==> src/rtl/shift_arb_pkg.sv <==
// Shared constants and slot-state type for the shift request arbiter.
package shift_arb_pkg;
    localparam int NREQ  = 4;
    localparam int WIDTH = 32;
    localparam int SHW   = 5;
    localparam int IDW   = 2;

    typedef enum logic {
        SLOT_EMPTY = 1'b0,
        SLOT_FULL  = 1'b1
    } slot_state_e;
endpackage

==> src/rtl/left_barrel_shifter.sv <==
// Combinational logical left barrel shifter with zero fill; one stage per shift bit.
module left_barrel_shifter #(
    parameter int WIDTH = 32,
    parameter int SHW   = 5
) (
    input  logic [WIDTH-1:0] A,
    input  logic [SHW-1:0]   shift,
    output logic [WIDTH-1:0] B
);
    logic [WIDTH-1:0] stage;

    always_comb begin
        stage = A;
        for (int s = 0; s < SHW; s++) begin
            if (shift[s]) begin
                stage = stage << (1 << s);
            end
        end
        B = stage;
    end
endmodule

==> src/rtl/shift_req_arbiter.sv <==
// Round-robin arbiter sharing one left barrel shifter among NREQ requesters,
// with a single registered output slot held until the consumer accepts it.
module shift_req_arbiter
    import shift_arb_pkg::*;
#(
    parameter int NREQ  = shift_arb_pkg::NREQ,
    parameter int WIDTH = shift_arb_pkg::WIDTH,
    parameter int SHW   = shift_arb_pkg::SHW,
    parameter int IDW   = shift_arb_pkg::IDW
) (
    input  logic                  clk,
    input  logic                  rst,
    input  logic [NREQ-1:0]       req_valid,
    output logic [NREQ-1:0]       req_ready,
    input  logic [NREQ*WIDTH-1:0] req_data,
    input  logic [NREQ*SHW-1:0]   req_shift,
    output logic                  rsp_valid,
    input  logic                  rsp_ready,
    output logic [WIDTH-1:0]      rsp_data,
    output logic [IDW-1:0]        rsp_id
);
    slot_state_e      state_q, state_d;
    logic [IDW-1:0]   ptr_q, ptr_d;
    logic [WIDTH-1:0] rsp_data_q, rsp_data_d;
    logic [IDW-1:0]   rsp_id_q, rsp_id_d;

    logic             slot_free;
    logic             found;
    logic [IDW-1:0]   gnt_idx;
    logic             grant;
    logic [WIDTH-1:0] sel_data;
    logic [SHW-1:0]   sel_shift;
    logic [WIDTH-1:0] shifted;

    // Returns {found, index}: first valid requester at or above p, wrapping.
    function automatic logic [IDW:0] rr_pick(input logic [NREQ-1:0] v, input logic [IDW-1:0] p);
        int idx;
        rr_pick = '0;
        for (int k = NREQ - 1; k >= 0; k--) begin
            idx = (int'(p) + k) % NREQ;
            if (v[idx]) begin
                rr_pick = {1'b1, IDW'(idx)};
            end
        end
    endfunction

    assign slot_free        = (state_q == SLOT_EMPTY) || rsp_ready;
    assign {found, gnt_idx} = rr_pick(req_valid, ptr_q);
    assign grant            = !rst && slot_free && found;

    always_comb begin
        req_ready = '0;
        if (grant) begin
            req_ready[gnt_idx] = 1'b1;
        end
    end

    always_comb begin
        sel_data  = req_data[int'(gnt_idx) * WIDTH +: WIDTH];
        sel_shift = req_shift[int'(gnt_idx) * SHW +: SHW];
    end

    left_barrel_shifter #(.WIDTH(WIDTH), .SHW(SHW)) u_shifter (
        .A     (sel_data),
        .shift (sel_shift),
        .B     (shifted)
    );

    always_comb begin
        state_d    = state_q;
        ptr_d      = ptr_q;
        rsp_data_d = rsp_data_q;
        rsp_id_d   = rsp_id_q;
        if (grant) begin
            state_d    = SLOT_FULL;
            ptr_d      = IDW'((int'(gnt_idx) + 1) % NREQ);
            rsp_data_d = shifted;
            rsp_id_d   = gnt_idx;
        end else if (state_q == SLOT_FULL && rsp_ready) begin
            state_d = SLOT_EMPTY;
        end
    end

    always_ff @(posedge clk) begin
        if (rst) begin
            state_q    <= SLOT_EMPTY;
            ptr_q      <= '0;
            rsp_data_q <= '0;
            rsp_id_q   <= '0;
        end else begin
            state_q    <= state_d;
            ptr_q      <= ptr_d;
            rsp_data_q <= rsp_data_d;
            rsp_id_q   <= rsp_id_d;
        end
    end

    assign rsp_valid = (state_q == SLOT_FULL);
    assign rsp_data  = rsp_data_q;
    assign rsp_id    = rsp_id_q;
endmodule

==> config.mk <==
export PLATFORM = sky130hd
export DESIGN_NAME = shift_req_arbiter
export DESIGN_NICKNAME = d
export VERILOG_FILES = /design/src/rtl/shift_arb_pkg.sv /design/src/rtl/left_barrel_shifter.sv /design/src/rtl/shift_req_arbiter.sv
export SDC_FILE = /design/constraint.sdc
export NUM_CORES = 1
export LEC_CHECK = 0
export ABC_CLOCK_PERIOD_IN_PS = 4600
export CORE_MARGIN = 2
export CORE_UTILIZATION = 46
export DETAILED_ROUTE_END_ITERATION = 6
export PLACE_DENSITY = 0.94
export REMOVE_ABC_BUFFERS = 1
export SLEW_MARGIN = 15
export SYNTH_ARGS = -nofsm -noshare
export SYNTH_HDL_FRONTEND = slang
export SYNTH_SLANG_ARGS = --single-unit
==> constraint.sdc <==
create_clock -name clk -period 4.6 [get_ports clk]
set_input_delay 1.38 -clock clk [delete_from_list [all_inputs] [get_ports clk]]
set_output_delay 1.38 -clock clk [all_outputs]
set_load 0.02 [all_outputs]
==> results.md, run 1 <==
- Area after DPL: 7720 um^2
- Crit Path Class: in -> reg
- Flops & latches, synth: 37
- First-pass GRT wire length: 33900 um
- Part of the Yosys area used for sequential elements: 14.2%
- Pins Over Slew Limit: 0
- Max Cap Viol: 0
- Ports: 194
- GRT Total Usage: 32.8%
- Placement Setup Slack: -0.429 ns
- Routed wire length: around 21000 um
- Vias in the first global route: 7006
- DIE AREA: 12200 um^2
- Synth Flop Type: dfxtp_1
- Nets: 1094
- DR vias: 7084
- Switching power: around 1700 uW
- Period utilization: slightly below 100%
- Pre-antenna DRT Iters: 7
- Initial Utilization: roughly 48%
- EDFF count, synth: 0
- TritonCTS Buffers: 5
- Total power: 3580 uW
- Sequential power share: approximately an eighth
- PortBufs: 193
- CP max-delay cell: buf_4
- Leakage: between 0.003 and 0.004 uW
- Final Wtd Congestion: roughly 1
- Cell area after layout: 7930 um^2
- FFs w/ async S/R, synth: 0%
- Min Tclk post-route: ~4.4 ns
- CTS max path bufs: 2
- Ant diodes: 0
- Combinational power share: 78.0%
- Status: finished, violations left
- RSZ-0062 raised after global routing: no
- Setup violators final: 0
- Clk pwr share: 9.4%
- Sum Neg Setup Slack: 0 ns
- Arr. time, crit path: 4.58 ns
- CTS tree: done
- Worst-path cell chain: dlygate4sd2_1, nor2_4, buf_4, buf_4, nor4_1, a211oi_1, a32o_1, buf_12, mux2i_1, mux2i_1, mux2_2, a311oi_2, a21oi_1
- Cts hold-fix bufs: 0
- Internal power: 1890 uW
- Crit-path max cell delay: between 0.3 and 0.4 ns
- Most frequent cells in the layout: 185 x clkdlybuf4s50_1, 91 x buf_4, 74 x nand3_1
- Final setup margin: 0.175 ns
- Clock Skews: 0.00472 ns
- Root buffer cell: clkbuf_16
- Worst path top cell family by delay: buffers and inverters
- Sw frac: between 40% and 50%
- Vias per cell: 6.59
- Area grow syn2layout: 52.3%
- Routed Antenna Nets: 0
- Avg Cell Area, Syn: just over 7 um^2
- Initial antenna violation count: 0
- Worst Setup Start Kind: input port
- Max Freq: 0.226 GHz
- Pwr dens: about 450 nW/um^2
- Pin count of the biggest net entering global routing: 65
- Layout cells sized above 1: 16.7%
- Grt ovf: 0
- Worst slew margin: a little under half
- Post-Syn Area: between 5000 and 6000 um^2
- Worst-path clk slew: around 0.06 ns
- Worst Setup End Kind: flop
- Slew @ Worst Pin: between 0.7 and 0.8 ns
- Most common cell after layout, fill and taps aside: clkdlybuf4s50_1
- Count of different cell masters after synthesis: 59
- Synth warn: 0
- Drt drc: 23
- Clock latency on the worst-skew pair: 0.28 ns
- Cells after Synth: 718
- CP Max Fanout: 32
- Type of the most critical hold path: reg -> reg
- Chip Height: 110 um
- Hpwl dp: 15500 um
- Final hold slack: ~0.48 ns
- Hold Fails Final Rpt: 0
- Violated checks: DRC
- Chip width: 110 um
- CTS Sinks: 37
- Core Rows: 38
- Wire per inst: 20.0 um
- Core area: 10900 um^2
- Worst path buffer plus inverter count: 4
- H-tree levels: 2
- Initial DRC count: 913
- Critical Path RT: 4.76 ns
- Peak VDD IR: ~250 uV
==> per-layer routing <==
layer | track usage (%) | up-vias | share of wire [%]
met4 | 17.7 | 0 | 5.3
met1 | 37.3 | 3229 | 37
li1 | - | 3244 | -
met2 | 56.0 | 480 | 47
met5 | 0 | - | 0
met3 | 8.78 | 131 | 11
==> worst paths after layout <==
path | slack [ns] | from | depth (start not counted) | to
min reg2reg | 0.48 | rsp_data[10]$_SDFFE_PP0P_ | 2 | rsp_data[10]$_SDFFE_PP0P_
max | 0.18 | req_valid[3] | 13 | rsp_data[31]$_SDFFE_PP0P_
min | 0.48 | rsp_data[10]$_SDFFE_PP0P_ | 2 | rsp_data[10]$_SDFFE_PP0P_
max reg2reg | 1.16 | ptr_q[1]$_SDFFE_PP0P_ | 14 | rsp_data[29]$_SDFFE_PP0P_
==> power groups by stage <==
stage                     clock network (uW)  logic (uW)  registers (uW)
after global placement                     0        2550             449
final                                    338        2790             450
after detailed placement                   0        2630             450
after floorplan                            0        1420             548
after global routing                     352        2930             453
after CTS                                336        2680             446
==> state kept, by name (all words and copies together), names as in the netlist <==
signal	count
rsp_valid	1
rsp_id	2
ptr_q	2
rsp_data	32
==> stage by stage <==
step,utilization [%],std cells
floorplan,-,634
global placement,70.6,1064
detailed placement,70.6,1064
CTS,72.1,1075
global route,72.5,1075
finish,72.5,1075
==> synthesized netlist by cell type (5+ instances only) <==
| cell type | n | area share [%] |
|---|---|---|
| mux2i_1 | 68 | 13 |
| o211ai_1 | 12 | 1.7 |
| and2_1 | 9 | 1.1 |
| buf_2 | 31 | 3.0 |
| mux2_2 | 11 | 2.4 |
| o22ai_1 | 6 | 0.72 |
| o21ai_0 | 44 | 4.2 |
| a21oi_1 | 18 | 1.7 |
| nand2_1 | 61 | 4.4 |
| nand3_1 | 74 | 7.1 |
| a32oi_1 | 29 | 4.9 |
| o21ai_1 | 7 | 0.67 |
| dfxtp_1 | 37 | 14 |
| buf_6 | 6 | 1.3 |
| a22oi_1 | 13 | 1.9 |
| clkbuf_1 | 40 | 2.9 |
| a22o_1 | 14 | 2.4 |
| nor3_1 | 5 | 0.48 |
| nand2b_1 | 31 | 3.7 |
| and3_1 | 5 | 0.60 |
| a211oi_1 | 38 | 5.5 |
| o21a_1 | 5 | 0.72 |
| nor2_1 | 24 | 1.7 |
| nor4_1 | 61 | 7.3 |
==> area by class of cell <==
type | instances | area, um^2
Inverter | 3 | 11.3
Multi-Input combinational cell | 594 | 4090
Timing Repair Buffer | 294 | 2770
Sequential cell | 37 | 742
Tap cell | 140 | 175
Fill cell | 808 | 3000
Clock buffer | 7 | 143
==> logic make-up after synthesis <==
logic type      count (synthesis)  share of synthesized area [%]
compound gates                219                           30.5
fa+ha+maj                       4                          0.961
buf+inv                        87                           8.10
flops                          37                           14.2
mux                            81                           15.9
simple gates                  290                           30.3
==> worst reg2reg max path: cells and delay by family (launching register included) <==
family                 cells  cell delay [ns]
AO/OA/AOI/OAI              6             1.30
buffers and inverters      6             1.46
flip-flops                 1             0.35
multiplexers               1             0.14
AND/OR/NAND/NOR            1             0.11
==> repair_timing <==
action | in CTS | in global routing
pin swaps | 2 | 5
hold endpoints to repair | 0 | 0
resized for setup | 14 | 18
setup buffers | 4 | 0
endpoints found under the setup margin | 5 | 22
No activity file was read; power rests on OpenSTA's default activity.
==> run 2, diff against run 1 <==
ABC_AREA = 1   (was not set)
CORE_UTILIZATION = 45   (was 46)
==> run 2 against run 1 <==
Against the previous run: the run now ends clean; die area is 3.7% lower; non-clock buffer count is 77 lower; critical endpoint is now req_ready[3]; critical path type is now in -> out; synthesized cell count is 29% higher; largest cell class unchanged; sequential cell count stayed put; maximum frequency is 1.4% lower.
==> results.md, run 2 <==
- Status: finished, final reports clean
- Synth warn: 0
- CP Max Fanout: 6
- Arr. time, crit path: 3.11 ns
- Nets: 1241
- FFs w/ async S/R, synth: 0%
- Cell area after layout: approximately 7000 um^2
- Root buffer cell: clkbuf_8
- Crit-path max cell delay: 0.48 ns
- Main area contributors after synthesis: nand3_1 30%, nand2_1 27%, dfxtp_1 15%, inv_1 4.8%, buf_2 3.2%
- Cts hold-fix bufs: 0
- Fill count: between 1000 and 1500
- First-pass GRT wire length: 27200 um
- Placement Setup Slack: -0.265 ns
- Critical path origin: req_valid[2]
- Count leader, synth: nand2_1
- Worst-path cell chain: clkdlybuf4s50_1, nand2_1, nand2_1, nand2_2, nand2_2, nand2_1, nand2_1, nand2_2, nand2_4, inv_2, ha_1, inv_1, nor2_1, buf_4
- Flops & latches, synth: 37
- Cells after Synth: ~930
- Initial Utilization: a little under half
- Chip width: 108 um
- Min Tclk post-route: approximately 4.5 ns
- Final setup margin: 0.113 ns
- Setup violators final: 0
- Finished Core Util: 63.9%
- Pin count of the biggest net entering global routing: 80
- Post-Syn Area: 4900 um^2
- Period utilization: 97.5%
- GRT Total Usage: 28.1%
- Flop2flop setup slack: between 1 and 1.5 ns
- Most common cell after layout, fill and taps aside: nand2_1
- CTS Sinks: 37
- Worst r2r src: ptr_q[0]$_SDFFE_PP0P_
- Chip Height: 108 um
- Yosys top cell by area: nand3_1
- Part of the Yosys area used for sequential elements: roughly 15%
- Pins Over Slew Limit: 0
- Core Rows: 38
- Worst slew margin: 44.6%
- TritonCTS Buffers: 5
- Sum Neg Setup Slack: 0 ns
- Critical path endpoint: req_ready[3]
- RSZ-0062 raised after global routing: no
- DIE AREA: roughly 12000 um^2
- Clock Skews: approximately 0.0048 ns
- Layout cells sized above 1: between 5 and 6%
- Type of the most critical hold path: reg -> reg
- Clock latency on the worst-skew pair: 0.29 ns
- Drt drc: 0
- Max reg flops: 32
- Max Freq: 0.223 GHz
- Commonest cells post-synth: 353 x nand2_1, 298 x nand3_1, 63 x inv_1
- Final Wtd Congestion: 0.955
- Ports: 194
- Vias per cell: 5.47
- Grt ovf: 0
- R2R Path End: rsp_data[24]$_SDFFE_PP0P_
- Ant diodes: 0
- Pre-antenna DRT Iters: 7
- Count of different cell masters after synthesis: 31
- Crit Path Class: in -> out
- Core area: approximately 11000 um^2
- PortBufs: between 150 and 200
- Wire per inst: 13.6 um
- Slew @ Worst Pin: 0.828 ns
- Hold Fails Final Rpt: 0
- Most frequent cell on the critical path: nand2_1
- Worst Setup Start Kind: input port
- Hpwl dp: 12200 um
- Critical Path RT: 3.22 ns
- DR vias: 6680
- H-tree levels: 2
- Most frequent cells in the layout: 353 x nand2_1, 297 x nand3_1, 189 x clkdlybuf4s50_1
- CTS max path bufs: 2
- Synth top area share: 30.4%
- Routed Antenna Nets: 0
- Max Cap Viol: 0
- Worst-path clk slew: ~0.070 ns
- CP max-delay cell: clkdlybuf4s50_1
- Routed wire length: between 15000 and 20000 um
- CTS tree: done
- Worst Setup End Kind: output port
- Area after DPL: 6780 um^2
- Avg Cell Area, Syn: 5.29 um^2
- Area grow syn2layout: 40.2%
- Synth Flop Type: dfxtp_1
- Initial DRC count: about 720
- Initial antenna violation count: 0
- Vias in the first global route: 6129
- EDFF count, synth: 0
- R2R cell count: 23
run 2: per-stage QoR:
stage               hold WS (ns)  instances
CTS                        0.469       1222
global route               0.486       1222
global placement           0.452       1215
finish                     0.466       1222
floorplan                  0.530        858
detailed placement         0.457       1215
run 2: metal layers:
metal	track usage (%)	up-vias	part of all wire, %
li1	-	3349	-
met2	50.5	339	48
met1	33.4	2938	39
met4	9.89	0	3.4
met5	0	-	0
met3	5.24	54	9.4
run 2: area by class of cell:
class                      instances  area (um^2)  share of cell area, %
sequential                        37          741                   10.8
tap                              140          175                   2.55
multi-input combinational        752         3470                   50.6
inverter                          69          264                   3.84
timing repair buffer             217         2130                   31.0
clock buffer                       7         86.3                   1.26
run 2: worst max-delay path: cells and delay by family:
family / cells / cell delay [ns]
AND/OR/NAND/NOR: 9 / 0.80
buffers and inverters: 4 / 0.75
adder cells (fa/ha/maj): 1 / 0.18
run 2: cells by family after synthesis:
| logic type | after synthesis | synth area share [%] |
|---|---|---|
| flip-flops | 37 | 15.1 |
| buffers and inverters | 137 | 14.2 |
| AND/OR/NAND/NOR | 701 | 64.2 |
| AO/OA/AOI/OAI | 47 | 5.52 |
| adder cells (fa/ha/maj) | 4 | 1.02 |
run 2: worst min path at each step:
stage / depth (start not counted) / slack (ns) / from / to
floorplan: 2 / 0.53 / ptr_q[1]$_SDFFE_PP0P_ / ptr_q[1]$_SDFFE_PP0P_
global placement: 2 / 0.45 / rsp_data[14]$_SDFFE_PP0P_ / rsp_data[14]$_SDFFE_PP0P_
detailed placement: 2 / 0.46 / rsp_data[10]$_SDFFE_PP0P_ / rsp_data[10]$_SDFFE_PP0P_
CTS: 2 / 0.47 / rsp_data[3]$_SDFFE_PP0P_ / rsp_data[3]$_SDFFE_PP0P_
global route: 2 / 0.49 / rsp_data[3]$_SDFFE_PP0P_ / rsp_data[3]$_SDFFE_PP0P_
finish: 2 / 0.47 / rsp_data[5]$_SDFFE_PP0P_ / rsp_data[5]$_SDFFE_PP0P_
run 2: repair_timing:
| action | CTS | global route |
|---|---|---|
| setup endpoints to repair | 4 | 19 |
| resized for setup | 6 | 14 |
| buffers inserted | 0 | 0 |
Power of run 2 is left out: the tool's default activity adds up to more than one toggle a clock period on the data nets, which glitch-free logic cannot reach.
==> run 3, diff against run 2 <==
HOLD_SLACK_MARGIN = 0.15   (was not set)
==> results of run 3 <==
No change in the layout: final DEF, timing and power equal those of run 2.
Power of run 3 is left out for the same reason.
